`config.mk`:
```
export PLATFORM = sky130hd
export DESIGN_NAME = count_pulse_gen_flat
export DESIGN_NICKNAME = d
export VERILOG_FILES = /design/src/rtl/count_pulse_gen_if.sv /design/src/rtl/count_pulse_gen.sv /design/src/flat_wrapper.sv
export SDC_FILE = /design/constraint.sdc
export NUM_CORES = 1
export LEC_CHECK = 0
export ABC_AREA = 1
export CAP_MARGIN = 25
export CORE_AREA = 5 5 48 50
export DETAILED_ROUTE_END_ITERATION = 10
export DIE_AREA = 0 0 53 55
export SLEW_MARGIN = 20
export SYNTH_ARGS = -nofsm -noshare
export SYNTH_HDL_FRONTEND = slang
export SYNTH_SLANG_ARGS = --single-unit
export TNS_END_PERCENT = 10
```
`constraint.sdc`:
```
create_clock -name clock -period 3.45 [get_ports clock]
set_clock_uncertainty 0.2 [all_clocks]
set_input_delay 0.345 -clock clock [delete_from_list [all_inputs] [get_ports clock]]
set_output_delay 0.345 -clock clock [all_outputs]
set_load 0.01 [all_outputs]
```
`src/rtl/count_pulse_gen_if.sv`:
```
// count_pulse_gen_if
// Signal bundle between the push-button conditioner and its environment.
//   btn_in    : raw, asynchronous, possibly bouncing button level
//   count     : one-cycle registered pulse, drives the counter's count input
//   pressed   : debounced button level
//   repeating : high while the auto-repeat FSM is in its REPEAT state
//   state_dbg : current FSM state encoding, for observation only
// Transfer semantics: there is no valid/ready pair. `count` is a pure
// strobe: each clock cycle in which it is high is exactly one counting
// event, and the consumer cannot apply back-pressure.
// Modports: master = button/counter side, slave = conditioner.
interface count_pulse_gen_if;
  logic       btn_in;
  logic       count;
  logic       pressed;
  logic       repeating;
  logic [1:0] state_dbg;

  modport master (
    output btn_in,
    input  count,
    input  pressed,
    input  repeating,
    input  state_dbg
  );

  modport slave (
    input  btn_in,
    output count,
    output pressed,
    output repeating,
    output state_dbg
  );
endinterface

```
`src/rtl/count_pulse_gen.sv`:
```
// count_pulse_gen
// Conditions a raw push-button into the enable pulse of a 4-bit up-counter:
// two-flop synchroniser, run-length debouncer, and a press/hold/repeat FSM
// that emits one pulse per press plus optional auto-repeat pulses.
// Ports:
//   clock : system clock, rising edge
//   reset : synchronous, active-high
//   bus   : count_pulse_gen_if.slave (btn_in in; count, pressed,
//           repeating, state_dbg out)
module count_pulse_gen #(
  parameter int DEBOUNCE_CYCLES = 4,
  parameter int HOLD_CYCLES     = 10,
  parameter int REPEAT_CYCLES   = 3,
  parameter int REPEAT_EN       = 1
) (
  input  logic               clock,
  input  logic               reset,
  count_pulse_gen_if.slave   bus
);

  localparam int DBW  = $clog2(DEBOUNCE_CYCLES) + 1;
  localparam int TMAX = (HOLD_CYCLES > REPEAT_CYCLES) ? HOLD_CYCLES : REPEAT_CYCLES;
  localparam int TW   = $clog2(TMAX) + 1;

  localparam logic [DBW-1:0] DB_LAST  = DBW'(DEBOUNCE_CYCLES - 1);
  localparam logic [TW-1:0]  HOLD_LAST = TW'(HOLD_CYCLES - 1);
  localparam logic [TW-1:0]  HOLD_SAT  = TW'(HOLD_CYCLES);
  localparam logic [TW-1:0]  REP_LAST  = TW'(REPEAT_CYCLES - 1);

  typedef enum logic [1:0] {
    ST_IDLE   = 2'd0,
    ST_HOLD   = 2'd1,
    ST_REPEAT = 2'd2
  } state_t;

  // Synchroniser and debounce state
  logic           s1_q, s1_d;
  logic           btn_s_q, btn_s_d;
  logic [DBW-1:0] db_cnt_q, db_cnt_d;
  logic           pressed_q, pressed_d;

  // FSM state, timer and registered pulse
  state_t         state_q, state_d;
  logic [TW-1:0]  timer_q, timer_d;
  logic           count_q, count_d;

  logic press_rise;
  logic press_fall;
  logic hold_done;
  logic rep_done;
  logic repeat_on;

  assign repeat_on = (REPEAT_EN != 0);

  // ---------------------------------------------------------------------
  // State register
  // ---------------------------------------------------------------------
  always_ff @(posedge clock) begin
    if (reset) begin
      s1_q      <= 1'b0;
      btn_s_q   <= 1'b0;
      db_cnt_q  <= '0;
      pressed_q <= 1'b0;
      state_q   <= ST_IDLE;
      timer_q   <= '0;
      count_q   <= 1'b0;
    end else begin
      s1_q      <= s1_d;
      btn_s_q   <= btn_s_d;
      db_cnt_q  <= db_cnt_d;
      pressed_q <= pressed_d;
      state_q   <= state_d;
      timer_q   <= timer_d;
      count_q   <= count_d;
    end
  end

  // ---------------------------------------------------------------------
  // Synchroniser and debouncer
  // ---------------------------------------------------------------------
  always_comb begin
    s1_d      = bus.btn_in;
    btn_s_d   = s1_q;
    db_cnt_d  = db_cnt_q;
    pressed_d = pressed_q;
    if (btn_s_q == pressed_q) begin
      // Any agreeing sample restarts the stability run.
      db_cnt_d = '0;
    end else if (db_cnt_q == DB_LAST) begin
      // This edge is the DEBOUNCE_CYCLES-th consecutive disagreement.
      pressed_d = ~pressed_q;
      db_cnt_d  = '0;
    end else begin
      db_cnt_d = db_cnt_q + 1'b1;
    end
  end

  // Edge events are taken from the next debounced value so the press pulse
  // is registered on the same edge that `pressed` rises.
  assign press_rise = pressed_d & ~pressed_q;
  assign press_fall = ~pressed_d & pressed_q;
  assign hold_done  = (timer_q == HOLD_LAST);
  assign rep_done   = (timer_q == REP_LAST);

  // ---------------------------------------------------------------------
  // Next-state logic
  // ---------------------------------------------------------------------
  always_comb begin
    state_d = state_q;
    case (state_q)
      ST_IDLE: begin
        if (press_rise) state_d = ST_HOLD;
      end
      ST_HOLD: begin
        if (press_fall)                   state_d = ST_IDLE;
        else if (repeat_on && hold_done)  state_d = ST_REPEAT;
      end
      ST_REPEAT: begin
        if (press_fall) state_d = ST_IDLE;
      end
      default: state_d = ST_IDLE;
    endcase
  end

  // ---------------------------------------------------------------------
  // Output / timer logic. Release is checked first so an expiring timer
  // on the release edge produces no pulse.
  // ---------------------------------------------------------------------
  always_comb begin
    count_d = 1'b0;
    timer_d = timer_q;
    case (state_q)
      ST_IDLE: begin
        timer_d = '0;
        if (press_rise) count_d = 1'b1;
      end
      ST_HOLD: begin
        if (press_fall) begin
          timer_d = '0;
        end else if (repeat_on && hold_done) begin
          count_d = 1'b1;
          timer_d = '0;
        end else if (timer_q != HOLD_SAT) begin
          // Without auto-repeat the timer parks at HOLD_CYCLES.
          timer_d = timer_q + 1'b1;
        end
      end
      ST_REPEAT: begin
        if (press_fall) begin
          timer_d = '0;
        end else if (rep_done) begin
          count_d = 1'b1;
          timer_d = '0;
        end else begin
          timer_d = timer_q + 1'b1;
        end
      end
      default: begin
        timer_d = '0;
      end
    endcase
  end

  assign bus.count     = count_q;
  assign bus.pressed   = pressed_q;
  assign bus.repeating = (state_q == ST_REPEAT);
  assign bus.state_dbg = state_q;

endmodule

```
`src/flat_wrapper.sv`:
```
// flat-port wrapper written by rule: the top's interface ports become plain ports
module count_pulse_gen_flat 
#(
  parameter int DEBOUNCE_CYCLES = 4,
  parameter int HOLD_CYCLES     = 10,
  parameter int REPEAT_CYCLES   = 3,
  parameter int REPEAT_EN       = 1
)
  (clock, reset, bus_btn_in, bus_count, bus_pressed, bus_repeating, bus_state_dbg);
  count_pulse_gen_if bus_i ();
  input  logic clock;
  input  logic reset;
  input wire logic [$bits(bus_i.btn_in)-1:0] bus_btn_in;
  output wire logic [$bits(bus_i.count)-1:0] bus_count;
  output wire logic [$bits(bus_i.pressed)-1:0] bus_pressed;
  output wire logic [$bits(bus_i.repeating)-1:0] bus_repeating;
  output wire logic [$bits(bus_i.state_dbg)-1:0] bus_state_dbg;
  assign bus_i.btn_in = bus_btn_in;
  assign bus_count = bus_i.count;
  assign bus_pressed = bus_i.pressed;
  assign bus_repeating = bus_i.repeating;
  assign bus_state_dbg = bus_i.state_dbg;
  count_pulse_gen #(.DEBOUNCE_CYCLES(DEBOUNCE_CYCLES), .HOLD_CYCLES(HOLD_CYCLES), .REPEAT_CYCLES(REPEAT_CYCLES), .REPEAT_EN(REPEAT_EN)) u_core (.clock(clock), .reset(reset), .bus(bus_i));
endmodule
```
==> metrics.md <==
| Metric | Value |
|---|---|
| Status | `finished, final reports clean` |
| Unique masters post-synth | `19` |
| Tightest Pin Transition | `267.1 ps` |
| Relative slew slack | `82.14%` |
| Worst-skew pair later-pin latency | `270 ps` |
| Router iterations before antenna repair | `4` |
| Iter 0 DRT Violations | `10` |
| Number of I/O port buffers | `7` |
| Post-CTS setup buffer count | `0` |
| CTS Buf Count | `3` |
| Reg2reg setup slack | `1700 ps` |
| DIE AREA | `2915 sq um` |
| Final ANT Viol Nets | `0` |
| # diodes | `0` |
| Tcrit/Tclk final | `58.44%` |
| Static leakage | `0.4061 nW` |
| Class of the worst hold path | `reg -> reg` |
| Chip height | `55 microns` |
| Max IR drop VDD | `0.2064 mV` |
| Htree depth | `1` |
| Worst-path clk slew | `90 ps` |
| Clk sinks | `14` |
| Mapped Area | `762.0 sq um` |
| Max Transition Viols Final | `0` |
| Fin. Hold Viols | `0` |
| Via count | `623` |
| Sequential fraction of the synthesis area | `36.78%` |
| Aggregate global-route resource usage | `11.61%` |
| Setup TNS | `0 ps` |
| Yosys reg bits | `14` |
| Synthesis-to-finish area growth | `17.90%` |
| Hold_buf cts | `0` |
| Worst setup SP type | `flop` |
| Grt total ovfl | `0` |
| Max_cap viols | `0` |
| Max clock buf depth | `2` |
| Post-route DRC | `0` |
| Post-layout power | `0.0004983 W` |
| Initial antenna violation count | `0` |
| Post-Syn Area per Cell | `7.470 sq um` |
| Commonest cells after routing, fill and taps aside | `inv_1 (23), nor2_1 (16), dfxtp_1 (14)` |
| Rows | `16` |
| Final Critical Period | `2016 ps` |
| Leading cell type in the layout, fill and taps excluded | `inv_1` |
| Critical Path RT | `2900 ps` |
| Final Wtd Congestion | `0.8850` |
| Crit end category | `output port` |
| Power per cell area | `554.7 nW/um^2` |
| Syn_nets | `114` |
| Largest net degree at the start of global routing | `9` |
| Cts repair resizes | `0` |
| Arrival @ worst endpoint | `1470 ps` |
| Fin nets | `125` |
| Final WL | `1342 microns` |
| Fill cells | `200` |
| Final setup fails | `0` |
| CTS root buffer | `clkbuf_4` |
| First-pass GRT wire length | `2359 microns` |
| Via count of the first global-routing pass | `567` |
| Fmax | `496.0 MHz` |
| Core area | `1862 sq um` |
| Hpwl dp | `1065 microns` |
| Starting Density | `40.93%` |
| Die W | `53 microns` |
| Layout cell share with drive strength beyond 1 | `9.821%` |
| Synthesized instance count | `102` |
| Worst-path maximum fanout | `5` |
| DR vias/cell | `4.482` |
| Wire length per cell | `9.655 microns` |
| CTS tree | `built` |
| Warnings from Yosys | `0` |
| RSZ-0062 raised after global routing | `false` |
| Io pins | `8` |
| Crit path kind | `reg -> out` |
## logic make-up (layout without fill, tap and decap cells)
logic type               count (synthesis)  in the layout  synth area share (%)
buffers and inverters                   24             34                 11.82
AND/OR/NAND/NOR                         38             38                 23.65
XOR/XNOR                                 1              1                 1.150
flip-flops                              14             14                 36.78
AO/OA/AOI/OAI                           16             16                 11.82
adder cells (fa/ha/maj)                  9              9                 14.78
## registers in the layout, indices dropped and copies added, names as in the netlist
name and cells:
u_core.bus.state_dbg 2, u_core.bus.count 1, u_core.bus.pressed 1, u_core.timer_q 5, u_core.btn_s_d 1, u_core.db_cnt_q 3
u_core.btn_s_q 1
## layout make-up
class / instances / area, sq um / share of cell area, %
Timing Repair Buffer: 7 / 70.07 / 7.799
Sequential cell: 14 / 280.3 / 31.20
Tap cell: 27 / 33.78 / 3.760
Clock buffer: 4 / 36.28 / 4.039
Inverter: 23 / 86.33 / 9.610
Multi-Input combinational cell: 64 / 391.6 / 43.59
## per-layer routing
metal,track usage [%],wire length (microns),up-vias
met5,0,0,-
met4,9.362,40,0
met3,2.681,35,4
met2,19.21,646,8
met1,12.80,620,272
li1,-,-,339
## cell usage after synthesis
cell      count  area share, %
a21oi_1       6            3.9
inv_1        23             11
o22ai_1       1           0.82
o211ai_1      1           0.99
xor2_1        1            1.1
nand4_1       1           0.82
o21ai_0       6            3.9
nor2_4        1            1.5
nand3_2       2            2.6
nand2_2       2            1.6
nor2_1       16            7.9
dfxtp_1      14             37
ha_1          9             15
nor2_2        1           0.82
a21oi_2       1            1.1
nand2_1       9            4.4
a211oi_1      1           0.99
clkbuf_1      1           0.49
nand3_1       6            3.9
## critical path, stage by stage (launching register included)
cell and delay [ps]:
dfxtp_1 410, inv_1 90, ha_1 220, clkdlybuf4s50_1 480
## power by group
part / switching [W] / internal, W / total [W]
sequential: 0.0000175 / 0.000177 / 0.000194
combinational: 0.000107 / 0.0000801 / 0.000187
clock: 0.0000527 / 0.0000641 / 0.000117
## metrics by stage
step	util [%]	hold WS (ps)	setup WS (ps)	std cells	instance area, sq um
final	48.25	206.9	1434	139	898.4
after global placement	46.30	194.2	1716	135	862.1
after CTS	48.25	211.4	1403	139	898.4
after floorplan	-	188.3	1904	102	762.0
after detailed placement	46.30	196.4	1714	135	862.1
after global routing	48.25	241.0	1336	139	898.4
## final timing paths
path / start / to / cells after the start
max: u_core.bus.state_dbg[0] / bus_repeating / 3
min: u_core.btn_s_d / u_core.btn_s_q / 2
max reg2reg: u_core.db_cnt_q[0] / u_core.timer_q[2] / 8
min reg2reg: u_core.btn_s_d / u_core.btn_s_q / 2
Power figures use the tool's default switching activity.
